### src/rtl/uart_cmd_pkg.sv
// Shared types and constants for the UART command/response engine.
package uart_cmd_pkg;

  // Responder FSM states.
  typedef enum logic [3:0] {
    StIdle,
    StGotCmd,
    StValidate,
    StReq,
    StWaitRsp,
    StSend0,
    StWait0,
    StSend1,
    StWait1
  } state_e;

  // Status bytes generated locally instead of by the application.
  localparam logic [7:0] ST_BAD_CMD  = 8'hFF;
  localparam logic [7:0] ST_BAD_ADDR = 8'hFE;
  localparam logic [7:0] ST_TIMEOUT  = 8'hFD;

  // Largest legal command and address bytes.
  localparam logic [7:0] CMD_MAX  = 8'h06;
  localparam logic [7:0] ADDR_MAX = 8'h1F;

endpackage

### src/rtl/uart_cmd_responder_if.sv
// Bundle of the UART-side and application-side signals of the responder.
interface uart_cmd_responder_if;

  // From uart_rx
  logic       i_Rx_DV;
  logic [7:0] i_Rx_Byte;
  // To/from uart_tx
  logic       o_Tx_DV;
  logic [7:0] o_Tx_Byte;
  logic       i_Tx_Active;
  logic       i_Tx_Done;
  // Application side
  logic       o_Req_Valid;
  logic [7:0] o_Req_Cmd;
  logic [4:0] o_Req_Addr;
  logic       i_Rsp_Valid;
  logic [7:0] i_Rsp_Code;
  logic [7:0] i_Rsp_Data;
  // Status
  logic       o_Busy;
  logic       o_Overrun;

  // Responder side.
  modport slave (
    input  i_Rx_DV, i_Rx_Byte, i_Tx_Active, i_Tx_Done, i_Rsp_Valid, i_Rsp_Code, i_Rsp_Data,
    output o_Tx_DV, o_Tx_Byte, o_Req_Valid, o_Req_Cmd, o_Req_Addr, o_Busy, o_Overrun
  );

  // Environment side: UART pair plus application logic.
  modport master (
    output i_Rx_DV, i_Rx_Byte, i_Tx_Active, i_Tx_Done, i_Rsp_Valid, i_Rsp_Code, i_Rsp_Data,
    input  o_Tx_DV, o_Tx_Byte, o_Req_Valid, o_Req_Cmd, o_Req_Addr, o_Busy, o_Overrun
  );

endinterface

### src/rtl/uart_cmd_responder_cycle_timer.sv
// Up-counting timeout timer: expires in the N-th enabled cycle after a clear.
module cycle_timer #(
  parameter int unsigned N = 16
) (
  input  logic clk_i,
  input  logic rst_i,
  input  logic clear_i,
  input  logic enable_i,
  output logic expired_o
);

  localparam int unsigned Width = $clog2(N + 1);
  localparam logic [Width-1:0] LastCount = Width'(N - 1);

  logic [Width-1:0] count_q, count_d;

  assign expired_o = enable_i && (count_q == LastCount);

  // Count enabled cycles; park at the last count once expired.
  always_comb begin
    count_d = count_q;
    if (clear_i) begin
      count_d = '0;
    end else if (enable_i && !expired_o) begin
      count_d = count_q + Width'(1);
    end
  end

  // Counter register with synchronous reset.
  always_ff @(posedge clk_i) begin
    if (rst_i) begin
      count_q <= '0;
    end else begin
      count_q <= count_d;
    end
  end

endmodule

### src/rtl/uart_cmd_responder.sv
// Frames 2-byte requests from the UART, issues them to the application and
// returns a 2-byte (status, data) response through the UART transmitter.
module uart_cmd_responder
  import uart_cmd_pkg::*;
#(
  parameter int unsigned BYTE_TIMEOUT_CLKS = 520900,
  parameter int unsigned RSP_TIMEOUT_CLKS  = 50000000
) (
  input logic                 i_Clock,
  input logic                 i_Reset,
  uart_cmd_responder_if.slave resp_if
);

  state_e     state_q, state_d;
  logic [7:0] cmd_byte_q, cmd_byte_d;
  logic [7:0] addr_byte_q, addr_byte_d;
  logic [7:0] status_q, status_d;
  logic [7:0] data_q, data_d;
  logic [7:0] req_cmd_q, req_cmd_d;
  logic [4:0] req_addr_q, req_addr_d;
  logic       overrun_q, overrun_d;

  logic cmd_bad, addr_bad;
  logic byte_clear, byte_enable, byte_expired;
  logic rsp_clear, rsp_enable, rsp_expired;

  assign cmd_bad  = cmd_byte_q > CMD_MAX;
  assign addr_bad = addr_byte_q > ADDR_MAX;

  // Timers are held clear outside their state so they start from zero on entry.
  assign byte_enable = (state_q == StGotCmd);
  assign byte_clear  = !byte_enable;
  assign rsp_enable  = (state_q == StWaitRsp);
  assign rsp_clear   = !rsp_enable;

  cycle_timer #(
    .N(BYTE_TIMEOUT_CLKS)
  ) u_byte_timer (
    .clk_i    (i_Clock),
    .rst_i    (i_Reset),
    .clear_i  (byte_clear),
    .enable_i (byte_enable),
    .expired_o(byte_expired)
  );

  cycle_timer #(
    .N(RSP_TIMEOUT_CLKS)
  ) u_rsp_timer (
    .clk_i    (i_Clock),
    .rst_i    (i_Reset),
    .clear_i  (rsp_clear),
    .enable_i (rsp_enable),
    .expired_o(rsp_expired)
  );

  // State register.
  always_ff @(posedge i_Clock) begin
    if (i_Reset) begin
      state_q <= StIdle;
    end else begin
      state_q <= state_d;
    end
  end

  // Next-state logic; a byte arriving in the expiry cycle still beats the timeout.
  always_comb begin
    state_d = state_q;
    unique case (state_q)
      StIdle:     if (resp_if.i_Rx_DV) state_d = StGotCmd;
      StGotCmd: begin
        if (resp_if.i_Rx_DV) begin
          state_d = StValidate;
        end else if (byte_expired) begin
          state_d = StIdle;
        end
      end
      StValidate: state_d = (cmd_bad || addr_bad) ? StSend0 : StReq;
      StReq:      state_d = StWaitRsp;
      StWaitRsp:  if (resp_if.i_Rsp_Valid || rsp_expired) state_d = StSend0;
      StSend0:    if (!resp_if.i_Tx_Active) state_d = StWait0;
      StWait0:    if (resp_if.i_Tx_Done) state_d = StSend1;
      StSend1:    if (!resp_if.i_Tx_Active) state_d = StWait1;
      StWait1:    if (resp_if.i_Tx_Done) state_d = StIdle;
      default:    state_d = StIdle;
    endcase
  end

  // Datapath next-state: frame capture, validation, response load, overrun flag.
  always_comb begin
    cmd_byte_d  = cmd_byte_q;
    addr_byte_d = addr_byte_q;
    status_d    = status_q;
    data_d      = data_q;
    req_cmd_d   = req_cmd_q;
    req_addr_d  = req_addr_q;
    overrun_d   = overrun_q;

    if (state_q == StIdle && resp_if.i_Rx_DV) begin
      cmd_byte_d = resp_if.i_Rx_Byte;
    end
    if (state_q == StGotCmd && resp_if.i_Rx_DV) begin
      addr_byte_d = resp_if.i_Rx_Byte;
    end

    // Command check has priority over the address check.
    if (state_q == StValidate) begin
      if (cmd_bad) begin
        status_d = ST_BAD_CMD;
        data_d   = cmd_byte_q;
      end else if (addr_bad) begin
        status_d = ST_BAD_ADDR;
        data_d   = addr_byte_q;
      end else begin
        req_cmd_d  = cmd_byte_q;
        req_addr_d = addr_byte_q[4:0];
      end
    end

    // A response in the expiry cycle wins over the timeout.
    if (state_q == StWaitRsp) begin
      if (resp_if.i_Rsp_Valid) begin
        status_d = resp_if.i_Rsp_Code;
        data_d   = resp_if.i_Rsp_Data;
      end else if (rsp_expired) begin
        status_d = ST_TIMEOUT;
        data_d   = 8'h00;
      end
    end

    if (resp_if.i_Rx_DV && state_q != StIdle && state_q != StGotCmd) begin
      overrun_d = 1'b1;
    end
  end

  // Datapath registers.
  always_ff @(posedge i_Clock) begin
    if (i_Reset) begin
      cmd_byte_q  <= 8'h00;
      addr_byte_q <= 8'h00;
      status_q    <= 8'h00;
      data_q      <= 8'h00;
      req_cmd_q   <= 8'h00;
      req_addr_q  <= 5'd0;
      overrun_q   <= 1'b0;
    end else begin
      cmd_byte_q  <= cmd_byte_d;
      addr_byte_q <= addr_byte_d;
      status_q    <= status_d;
      data_q      <= data_d;
      req_cmd_q   <= req_cmd_d;
      req_addr_q  <= req_addr_d;
      overrun_q   <= overrun_d;
    end
  end

  // Outputs: Tx byte is held from the start strobe until the matching done.
  always_comb begin
    resp_if.o_Tx_Byte = 8'h00;
    unique case (state_q)
      StSend0, StWait0: resp_if.o_Tx_Byte = status_q;
      StSend1, StWait1: resp_if.o_Tx_Byte = data_q;
      default:          resp_if.o_Tx_Byte = 8'h00;
    endcase
    resp_if.o_Tx_DV     = (state_q == StSend0 || state_q == StSend1) && !resp_if.i_Tx_Active;
    resp_if.o_Req_Valid = (state_q == StReq);
    resp_if.o_Req_Cmd   = req_cmd_q;
    resp_if.o_Req_Addr  = req_addr_q;
    resp_if.o_Busy      = (state_q != StIdle);
    resp_if.o_Overrun   = overrun_q;
  end

endmodule

### src/flat_wrapper.sv
// flat-port wrapper written by rule: the top's interface ports become plain ports
module uart_cmd_responder_flat import uart_cmd_pkg::*;
#(
  parameter int unsigned BYTE_TIMEOUT_CLKS = 520900,
  parameter int unsigned RSP_TIMEOUT_CLKS  = 50000000
)
  (i_Clock, i_Reset, resp_if_i_Rx_DV, resp_if_i_Rx_Byte, resp_if_i_Tx_Active, resp_if_i_Tx_Done, resp_if_i_Rsp_Valid, resp_if_i_Rsp_Code, resp_if_i_Rsp_Data, resp_if_o_Tx_DV, resp_if_o_Tx_Byte, resp_if_o_Req_Valid, resp_if_o_Req_Cmd, resp_if_o_Req_Addr, resp_if_o_Busy, resp_if_o_Overrun);
  uart_cmd_responder_if resp_if_i ();
  input logic i_Clock;
  input logic i_Reset;
  input wire logic [$bits(resp_if_i.i_Rx_DV)-1:0] resp_if_i_Rx_DV;
  input wire logic [$bits(resp_if_i.i_Rx_Byte)-1:0] resp_if_i_Rx_Byte;
  input wire logic [$bits(resp_if_i.i_Tx_Active)-1:0] resp_if_i_Tx_Active;
  input wire logic [$bits(resp_if_i.i_Tx_Done)-1:0] resp_if_i_Tx_Done;
  input wire logic [$bits(resp_if_i.i_Rsp_Valid)-1:0] resp_if_i_Rsp_Valid;
  input wire logic [$bits(resp_if_i.i_Rsp_Code)-1:0] resp_if_i_Rsp_Code;
  input wire logic [$bits(resp_if_i.i_Rsp_Data)-1:0] resp_if_i_Rsp_Data;
  output wire logic [$bits(resp_if_i.o_Tx_DV)-1:0] resp_if_o_Tx_DV;
  output wire logic [$bits(resp_if_i.o_Tx_Byte)-1:0] resp_if_o_Tx_Byte;
  output wire logic [$bits(resp_if_i.o_Req_Valid)-1:0] resp_if_o_Req_Valid;
  output wire logic [$bits(resp_if_i.o_Req_Cmd)-1:0] resp_if_o_Req_Cmd;
  output wire logic [$bits(resp_if_i.o_Req_Addr)-1:0] resp_if_o_Req_Addr;
  output wire logic [$bits(resp_if_i.o_Busy)-1:0] resp_if_o_Busy;
  output wire logic [$bits(resp_if_i.o_Overrun)-1:0] resp_if_o_Overrun;
  assign resp_if_i.i_Rx_DV = resp_if_i_Rx_DV;
  assign resp_if_i.i_Rx_Byte = resp_if_i_Rx_Byte;
  assign resp_if_i.i_Tx_Active = resp_if_i_Tx_Active;
  assign resp_if_i.i_Tx_Done = resp_if_i_Tx_Done;
  assign resp_if_i.i_Rsp_Valid = resp_if_i_Rsp_Valid;
  assign resp_if_i.i_Rsp_Code = resp_if_i_Rsp_Code;
  assign resp_if_i.i_Rsp_Data = resp_if_i_Rsp_Data;
  assign resp_if_o_Tx_DV = resp_if_i.o_Tx_DV;
  assign resp_if_o_Tx_Byte = resp_if_i.o_Tx_Byte;
  assign resp_if_o_Req_Valid = resp_if_i.o_Req_Valid;
  assign resp_if_o_Req_Cmd = resp_if_i.o_Req_Cmd;
  assign resp_if_o_Req_Addr = resp_if_i.o_Req_Addr;
  assign resp_if_o_Busy = resp_if_i.o_Busy;
  assign resp_if_o_Overrun = resp_if_i.o_Overrun;
  uart_cmd_responder #(.BYTE_TIMEOUT_CLKS(BYTE_TIMEOUT_CLKS), .RSP_TIMEOUT_CLKS(RSP_TIMEOUT_CLKS)) u_core (.i_Clock(i_Clock), .i_Reset(i_Reset), .resp_if(resp_if_i));
endmodule
### config.mk
export PLATFORM = sky130hd
export DESIGN_NAME = uart_cmd_responder_flat
export DESIGN_NICKNAME = d
export VERILOG_FILES = /design/src/rtl/uart_cmd_pkg.sv /design/src/rtl/uart_cmd_responder_if.sv /design/src/rtl/uart_cmd_responder_cycle_timer.sv /design/src/rtl/uart_cmd_responder.sv /design/src/flat_wrapper.sv
export SDC_FILE = /design/constraint.sdc
export NUM_CORES = 1
export LEC_CHECK = 0
export BUFFER_PORTS_ARGS = -buffer_cell sky130_fd_sc_hd__buf_4
export CAP_MARGIN = 25
export CORE_UTILIZATION = 40
export DETAILED_ROUTE_END_ITERATION = 10
export HOLD_SLACK_MARGIN = 0.02
export SKIP_LAST_GASP = 1
export SLEW_MARGIN = 30
export SYNTH_ARGS = -nofsm -noshare
export SYNTH_HDL_FRONTEND = slang
export SYNTH_SLANG_ARGS = --single-unit
### constraint.sdc
create_clock -name i_Clock -period 2.4 [get_ports i_Clock]
set_input_delay 0.24 -clock i_Clock [delete_from_list [all_inputs] [get_ports i_Clock]]
set_output_delay 0.24 -clock i_Clock [all_outputs]
set_load 0.02 [all_outputs]
# --- Word level (Yosys, flattened, before mapping) ---
# Index checks and enable logic that the tools add are counted.
classes:
  addsub: 2
  n_lt_le_gt_ge: 2
  eq_ne: 18
  muxes: 23
  n_bitwise: 4
  n_reduce_logical: 23
ops:
  columns: ["op", "count"]
  rows:
  - ["8-bit 2-to-1 mux", 12]
  - ["4-bit case mux with 9 select lines", 1]
  - ["4-bit 2-to-1 mux", 8]
  - ["26-bit by 1-bit adder with 26-bit output (second input constant)", 1]
  - ["26-bit equality test (second input constant)", 1]
  - ["19-bit by 1-bit adder with 19-bit output (second input constant)", 1]
  - ["19-bit equality test (second input constant)", 1]
  - ["4-bit by 3-bit equality test with 1-bit output (second input constant)", 4]
  - ["8-bit case mux with 2 select lines", 1]
  - ["2-bit != test (second input constant)", 5]
  - ["1-bit logical AND", 9]
  - ["4-bit by 2-bit equality test with 1-bit output (second input constant)", 2]
  - ["8-bit by 3-bit greater-than comparator with 1-bit output (second input constant)", 1]
  - ["8-bit by 5-bit greater-than comparator with 1-bit output (second input constant)", 1]
  - ["2-bit OR reduction", 4]
  - ["7-bit AND reduction", 1]
  - ["4-bit by 1-bit equality test with 1-bit output (second input constant)", 1]
  - ["4-bit equality test (second input constant)", 1]
  - ["4-bit zero test", 1]
  - ["4-bit by 1-bit != test with 1-bit output (second input constant)", 1]
  - ["1-bit NOT", 4]
  - ["4-bit nonzero test", 1]
  - ["1-bit zero test", 3]
  - ["1-bit logical OR", 3]
  - ["other kinds (4)", 4]
totals:
  register_bits: 95
  in_bits: 30
  out_inout_bits: 25
  wordCells: 82

# --- Logic depth before layout (Yosys ltp) ---
logic_depth:
  ltp_word: 7
  ltp_mapped: 7
  depth_no_buf: 7

# --- By module ---
# A second synthesis with hierarchy kept.
unflattened:
  hier_cells: 552
  area_unflattened_um2: 4693.3
by_module_without_submodules:
  columns: ["module", "instances", "cells_per_inst", "area_each_um2", "seq_area_each_um2"]
  rows:
  - ["uart_cmd_responder", 1, 276, 2398.6, 1001.0]
  - ["cycle_timer (u_core.u_rsp_timer)", 1, 158, 1315.0, 520.5]
  - ["cycle_timer (u_core.u_byte_timer)", 1, 118, 979.7, 380.4]

# --- Worst setup path after synthesis ---
# No wires, ideal clock.
synth_timing:
  path_type: "reg2out"
  from: "register u_core.state_q[1]"
  to: "output port resp_if_o_Tx_Byte[0]"
  t_arrival_ns: 1.806
  t_required_ns: 2.160
  slack_ns: 0.354
  path_stages_with_launch: 6
  path_buffers: 2
  path_cell_list: "dfxtp_1 buf_2 buf_1 nor4b_1 nand2_1 o21ai_0"
synth_via:
  elab_chain_len: 3
  word_cells_on_any_way: 7
  classes_between: "eq/ne: 4; mux: 1; reduce/logical: 2"
synth_rtl:
  columns: ["element", "line", "rtl"]
  rows:
  - ["from (decl)", "uart_cmd_responder.sv:14", "state_e state_q, state_d;"]
  - ["from (signal assigned)", "uart_cmd_responder.sv:59", "state_q <= StIdle;"]
  - ["from (signal assigned)", "uart_cmd_responder.sv:61", "state_q <= state_d;"]
  - ["4-bit equality test or 4-bit by 3-bit equality test with 1-bit output (tied branches)", "uart_cmd_responder.sv:159", "unique case (state_q)"]
  - ["2-bit OR reduction", "uart_cmd_responder.sv:159", null]
  - ["8-bit case mux with 2 select lines (*)", "uart_cmd_responder.sv:159", null]
  - ["to (decl)", "flat_wrapper.sv:19", "output wire logic [$bits(resp_if_i.o_Tx_Byte)-1:0] resp_if_o_Tx_Byte;"]
# Every way passes the cells marked *; elsewhere a longest branch is shown, timed or not.

# --- Final worst setup path ---
layout_timing:
  from: "register u_core.u_byte_timer.count_q[0]"
  to: "register u_core.state_q[1]"
layout_via:
  elab_chain_len: 4
layout_rtl:
  columns: ["element", "line", "rtl"]
  rows:
  - ["from (decl)", "uart_cmd_responder_cycle_timer.sv:15", "logic [Width-1:0] count_q, count_d;"]
  - ["from (signal assigned)", "uart_cmd_responder_cycle_timer.sv:34", "count_q <= count_d;"]
  - ["19-bit equality test", "uart_cmd_responder_cycle_timer.sv:17", "assign expired_o = enable_i && (count_q == LastCount);"]
  - ["1-bit logical AND", "uart_cmd_responder_cycle_timer.sv:17", null]
  - ["3-bit by 2-bit != test with 1-bit output (no line)", null, null]
  - ["7-bit AND reduction (no line)", null, null]
# Every way passes these cells.
# A chain may end at the register's enable or synchronous reset.

==> impl_summary.txt <==
----------------------------------------------------
[Die]
  Placement row count ... 38
  Die boundary width ... 107.2 µm
  Initial Utilization ... 0.4098
  Die Height ... 107.2 µm
  Core area ... 10790 µm²
  I/O pin count ... 55
  Die area ... 11480 µm²

[Clocking]
  Number of setup buffers added after CTS ... 0
  Deepest level of the CTS H-tree ... 3
  Number of gates resized after CTS ... 0
  Clock sink count ... 95
  Maximum clock insertion buffer count ... 2
  Hold_buf cts ... 0
  CTS clock-pin slew for the worst setup and hold paths ... 90 ps
  CTS Buf Count ... 9
  Clock insertion delay at the later pin of the skew report ... 380 ps
  CTS root buf ... sky130_fd_sc_hd__clkbuf_8
  TritonCTS clock tree ... built

[Timing]
  Transition time at the pin with the least slew margin ... 747.0 ps
  Ratio of final minimum period to clock period ... 0.9003
  Max-slew headroom ... 0.5020
  Max Transition Viols Final ... 0
  Final setup TNS ... 0 ps
  Achievable clock frequency ... 0.4628 GHz
  Number of failing hold endpoints at the final stage ... 0
  Setup repair after global routing missed its margin ... no
  Final worst clock skew ... 10.23 ps
  Endpoints failing setup ... 0
  Min Tclk post-route ... 2161 ps

[Setup path]
  Worst path cell trace ... ha_1 -> or4bb_1 -> nor3_2 -> nand3_1 -> a32oi_2 -> a21oi_1 -> a311oi_2
  Biggest cell delay along the critical path ... 420 ps
  Highest-delay cell along the critical path ... sky130_fd_sc_hd__or4bb_1
  Highest fanout seen on the critical path ... 5
  Required time of the critical path ... 2690 ps
  Arrival time of the worst setup path ... 2450 ps
  Worst setup EP type ... register
  Category of the worst setup path launch point ... register
  Critical Setup Path Class ... register to register

[Route]
  Residual DRC count ... 0
  Initial drt markers ... 182
  Via Count ... 3781
  Via/cell ratio ... 5.215
  Wire length after detailed routing ... 10270 µm
  Post-route antenna net violation count ... 0
  Wire length per cell after detailed routing ... 14.16 µm
  Number of detailed-routing iterations run before antenna repair ... 4

[Power and ir drop]
  Power per unit of standard cell area ... 810.1 nW/µm²
  Reg power frac ... 0.458
  Leakage Power ... 1.890 nW
  Switching Share ... 0.3451
  Power dissipated by switching net loads ... 0.001462 W
  Relative contribution of combinational cells to total power ... 0.291
  Share of total power in the clock network ... 0.252
  Worst VDD drop ... 0.0004417 V
  Design internal power ... 0.002775 W

[Layout]
  Antenna Diode Count ... 0
  Post-layout net count ... 612
  Area growth from synthesis to layout ... 18.25%
  Fraction of final layout cells with drive strength greater than 1 ... 0.1829
  Post-route design area ... 5230 µm²

[Yosys]
  Post-synth net total ... 552
  Post-Syn Instances ... 520
  Number of synthesized flops with an enable pin ... 0
  Total of flip-flops plus latches after synthesis ... 95
  Per-instance average area after synthesis ... 8.506 µm²
  Async SR Flop Fraction ... 0
  Cell area after synthesis ... 4423 µm²
  Register area share after synthesis ... 0.4300
  YS warnings ... 0
  Top flip-flop cell by instance count after synthesis ... sky130_fd_sc_hd__dfxtp_1
  Distinct cells, synth ... 55

[GRT]
  Largest net degree at the start of global routing ... 27
  Wire length of the first global-routing pass ... 17550 µm
  Vias in the first global route ... 3608
  Number of antenna violations at the first check in global routing ... 0
  Remaining Overflow, GRT ... 0
  Total global-route track usage ... 0.1964

[Status]
  Status ... complete, no violations

[Placed design]
  DPL Wire Length ... 7533 µm
  Post-placement cell area ... 5030 µm²
  GPL Wtd Cong ... 0.7876
  Port-buffer cells ... 54

[Worst hold path]
  Kind of path behind the tightest hold check ... primary input to register

[Run]
  Max-cap check violation count ... 0

----------------------------------------------------
==> worst paths after layout <==
| path | startpoint | to | slack, ps | cells after the start |
|---|---|---|---|---|
| min | resp_if_i_Rsp_Data[2] | u_core.data_q[2] | 50 | 3 |
| min reg2reg | u_core.resp_if.o_Req_Cmd[7] | u_core.resp_if.o_Req_Cmd[7] | 470 | 1 |
| max | u_core.u_byte_timer.count_q[0] | u_core.state_q[1] | 240 | 7 |
| max reg2reg | u_core.u_byte_timer.count_q[0] | u_core.state_q[1] | 240 | 7 |
==> layer usage <==
metal | GRT usage | vias to the layer above | part of all wire | routed length, µm
li1 | - | 1931 | - | -
met3 | 0.05167 | 10 | 0.046 | 474
met4 | 0.07339 | 0 | 0.014 | 140
met2 | 0.2922 | 65 | 0.43 | 4459
met5 | 0 | - | 0 | 0
met1 | 0.2708 | 1775 | 0.51 | 5194
==> cell usage after synthesis, types with 3 or more instances <==
| cell | count | area [µm²] |
|---|---|---|
| sky130_fd_sc_hd__a22o_1 | 3 | 26.28 |
| sky130_fd_sc_hd__nand4_1 | 8 | 50.05 |
| sky130_fd_sc_hd__xnor2_1 | 18 | 157.7 |
| sky130_fd_sc_hd__and2_1 | 7 | 43.79 |
| sky130_fd_sc_hd__nor2_1 | 97 | 364.1 |
| sky130_fd_sc_hd__mux2i_1 | 18 | 180.2 |
| sky130_fd_sc_hd__nand3_1 | 28 | 140.1 |
| sky130_fd_sc_hd__o21a_1 | 6 | 45.04 |
| sky130_fd_sc_hd__buf_2 | 3 | 15.01 |
| sky130_fd_sc_hd__nor2b_1 | 4 | 25.02 |
| sky130_fd_sc_hd__inv_1 | 3 | 11.26 |
| sky130_fd_sc_hd__xor2_1 | 22 | 192.7 |
| sky130_fd_sc_hd__nor4_1 | 5 | 31.28 |
| sky130_fd_sc_hd__and4_1 | 5 | 43.79 |
| sky130_fd_sc_hd__o21ai_0 | 23 | 115.1 |
| sky130_fd_sc_hd__nor4b_1 | 4 | 35.03 |
| sky130_fd_sc_hd__or3_1 | 5 | 31.28 |
| sky130_fd_sc_hd__dfxtp_1 | 95 | 1902 |
| sky130_fd_sc_hd__nor3_1 | 8 | 40.04 |
| sky130_fd_sc_hd__and3_1 | 6 | 37.54 |
| sky130_fd_sc_hd__a22oi_1 | 11 | 82.58 |
| sky130_fd_sc_hd__mux2_2 | 8 | 90.09 |
| sky130_fd_sc_hd__nand2_1 | 53 | 198.9 |
| sky130_fd_sc_hd__clkbuf_1 | 15 | 56.30 |
| sky130_fd_sc_hd__nand2b_1 | 5 | 31.28 |
| sky130_fd_sc_hd__a21oi_1 | 24 | 120.1 |
==> area by class of cell <==
type	count	area (µm²)
clock buffer	11	141.4
clock inverter	5	57.56
fill	1095	5563
inverter	3	11.26
multi-input combinational	400	2409
sequential	95	1903
tap	140	175.2
timing repair buffer	71	533.0
==> sequential cells by signal, summed over array words and instances (netlist names) <==
name                         flops
u_core.addr_byte_q               8
u_core.cmd_byte_q                8
u_core.data_q                    8
u_core.resp_if.o_Overrun         1
u_core.resp_if.o_Req_Addr        5
u_core.resp_if.o_Req_Cmd         8
u_core.state_q                   4
u_core.status_q                  8
u_core.u_byte_timer.count_q     19
u_core.u_rsp_timer.count_q      26
==> through the flow <==
step / util / hold slack [ps] / total power [W] / setup slack [ps] / cells
after floorplan: - / 348.6 / 0.002822 / 353.8 / 520
after global placement: 0.4660 / 446.2 / 0.003176 / 328.8 / 709
after detailed placement: 0.4660 / 444.5 / 0.003195 / 248.4 / 709
after CTS: 0.4845 / 30.96 / 0.004281 / 57.56 / 725
after global routing: 0.4846 / 39.23 / 0.004516 / 31.29 / 725
final: 0.4846 / 52.08 / 0.004237 / 239.3 / 725
==> cells by family (layout without fill, tap and decap cells) <==
group / count (synthesis) / after routing / synth area share
xor+xnor: 40 / 40 / 0.07921
fa+ha+maj: 2 / 2 / 0.005657
simple gates: 252 / 252 / 0.2829
mux: 26 / 26 / 0.06110
buf+inv: 25 / 90 / 0.02546
compound gates: 80 / 80 / 0.1157
flops: 95 / 95 / 0.4300
==> critical path: cells and delay by family (launching register included) <==
family                     cells  cell delay, ps
and+or+nand+nor                3             770
AOI/OAI and AO/OA              3             660
adders and majority gates      1             240
DFF                            1             400
==> cells in the final DEF (no fill, tap or decap), types with 6 or more instances in the layout <==
cell type | Yosys | routed
sky130_fd_sc_hd__a22oi_1 | 11 | 11
sky130_fd_sc_hd__o21ai_0 | 23 | 23
sky130_fd_sc_hd__and2_1 | 7 | 7
sky130_fd_sc_hd__mux2i_1 | 18 | 18
sky130_fd_sc_hd__nor3_1 | 8 | 8
sky130_fd_sc_hd__nand2_1 | 53 | 53
sky130_fd_sc_hd__nand3_1 | 28 | 28
sky130_fd_sc_hd__xnor2_1 | 18 | 18
sky130_fd_sc_hd__dfxtp_1 | 95 | 94
sky130_fd_sc_hd__and3_1 | 6 | 6
sky130_fd_sc_hd__buf_4 | 0 | 71
sky130_fd_sc_hd__clkbuf_8 | 0 | 10
sky130_fd_sc_hd__a21oi_1 | 24 | 24
sky130_fd_sc_hd__o21a_1 | 6 | 6
sky130_fd_sc_hd__nand4_1 | 8 | 8
sky130_fd_sc_hd__xor2_1 | 22 | 22
sky130_fd_sc_hd__mux2_2 | 8 | 8
sky130_fd_sc_hd__nor2_1 | 97 | 97
==> power groups by stage <==
stage | combinational [W] | clock, W | sequential [W]
5_1_grt | 0.00136 | 0.00118 | 0.00197
6_report | 0.00123 | 0.00107 | 0.00194
3_3_place_gp | 0.00122 | 0 | 0.00196
3_5_place_dp | 0.00123 | 0 | 0.00197
2_1_floorplan | 0.000935 | 0 | 0.00189
4_1_cts | 0.00123 | 0.00111 | 0.00193
(Power assumes the default switching activity.)
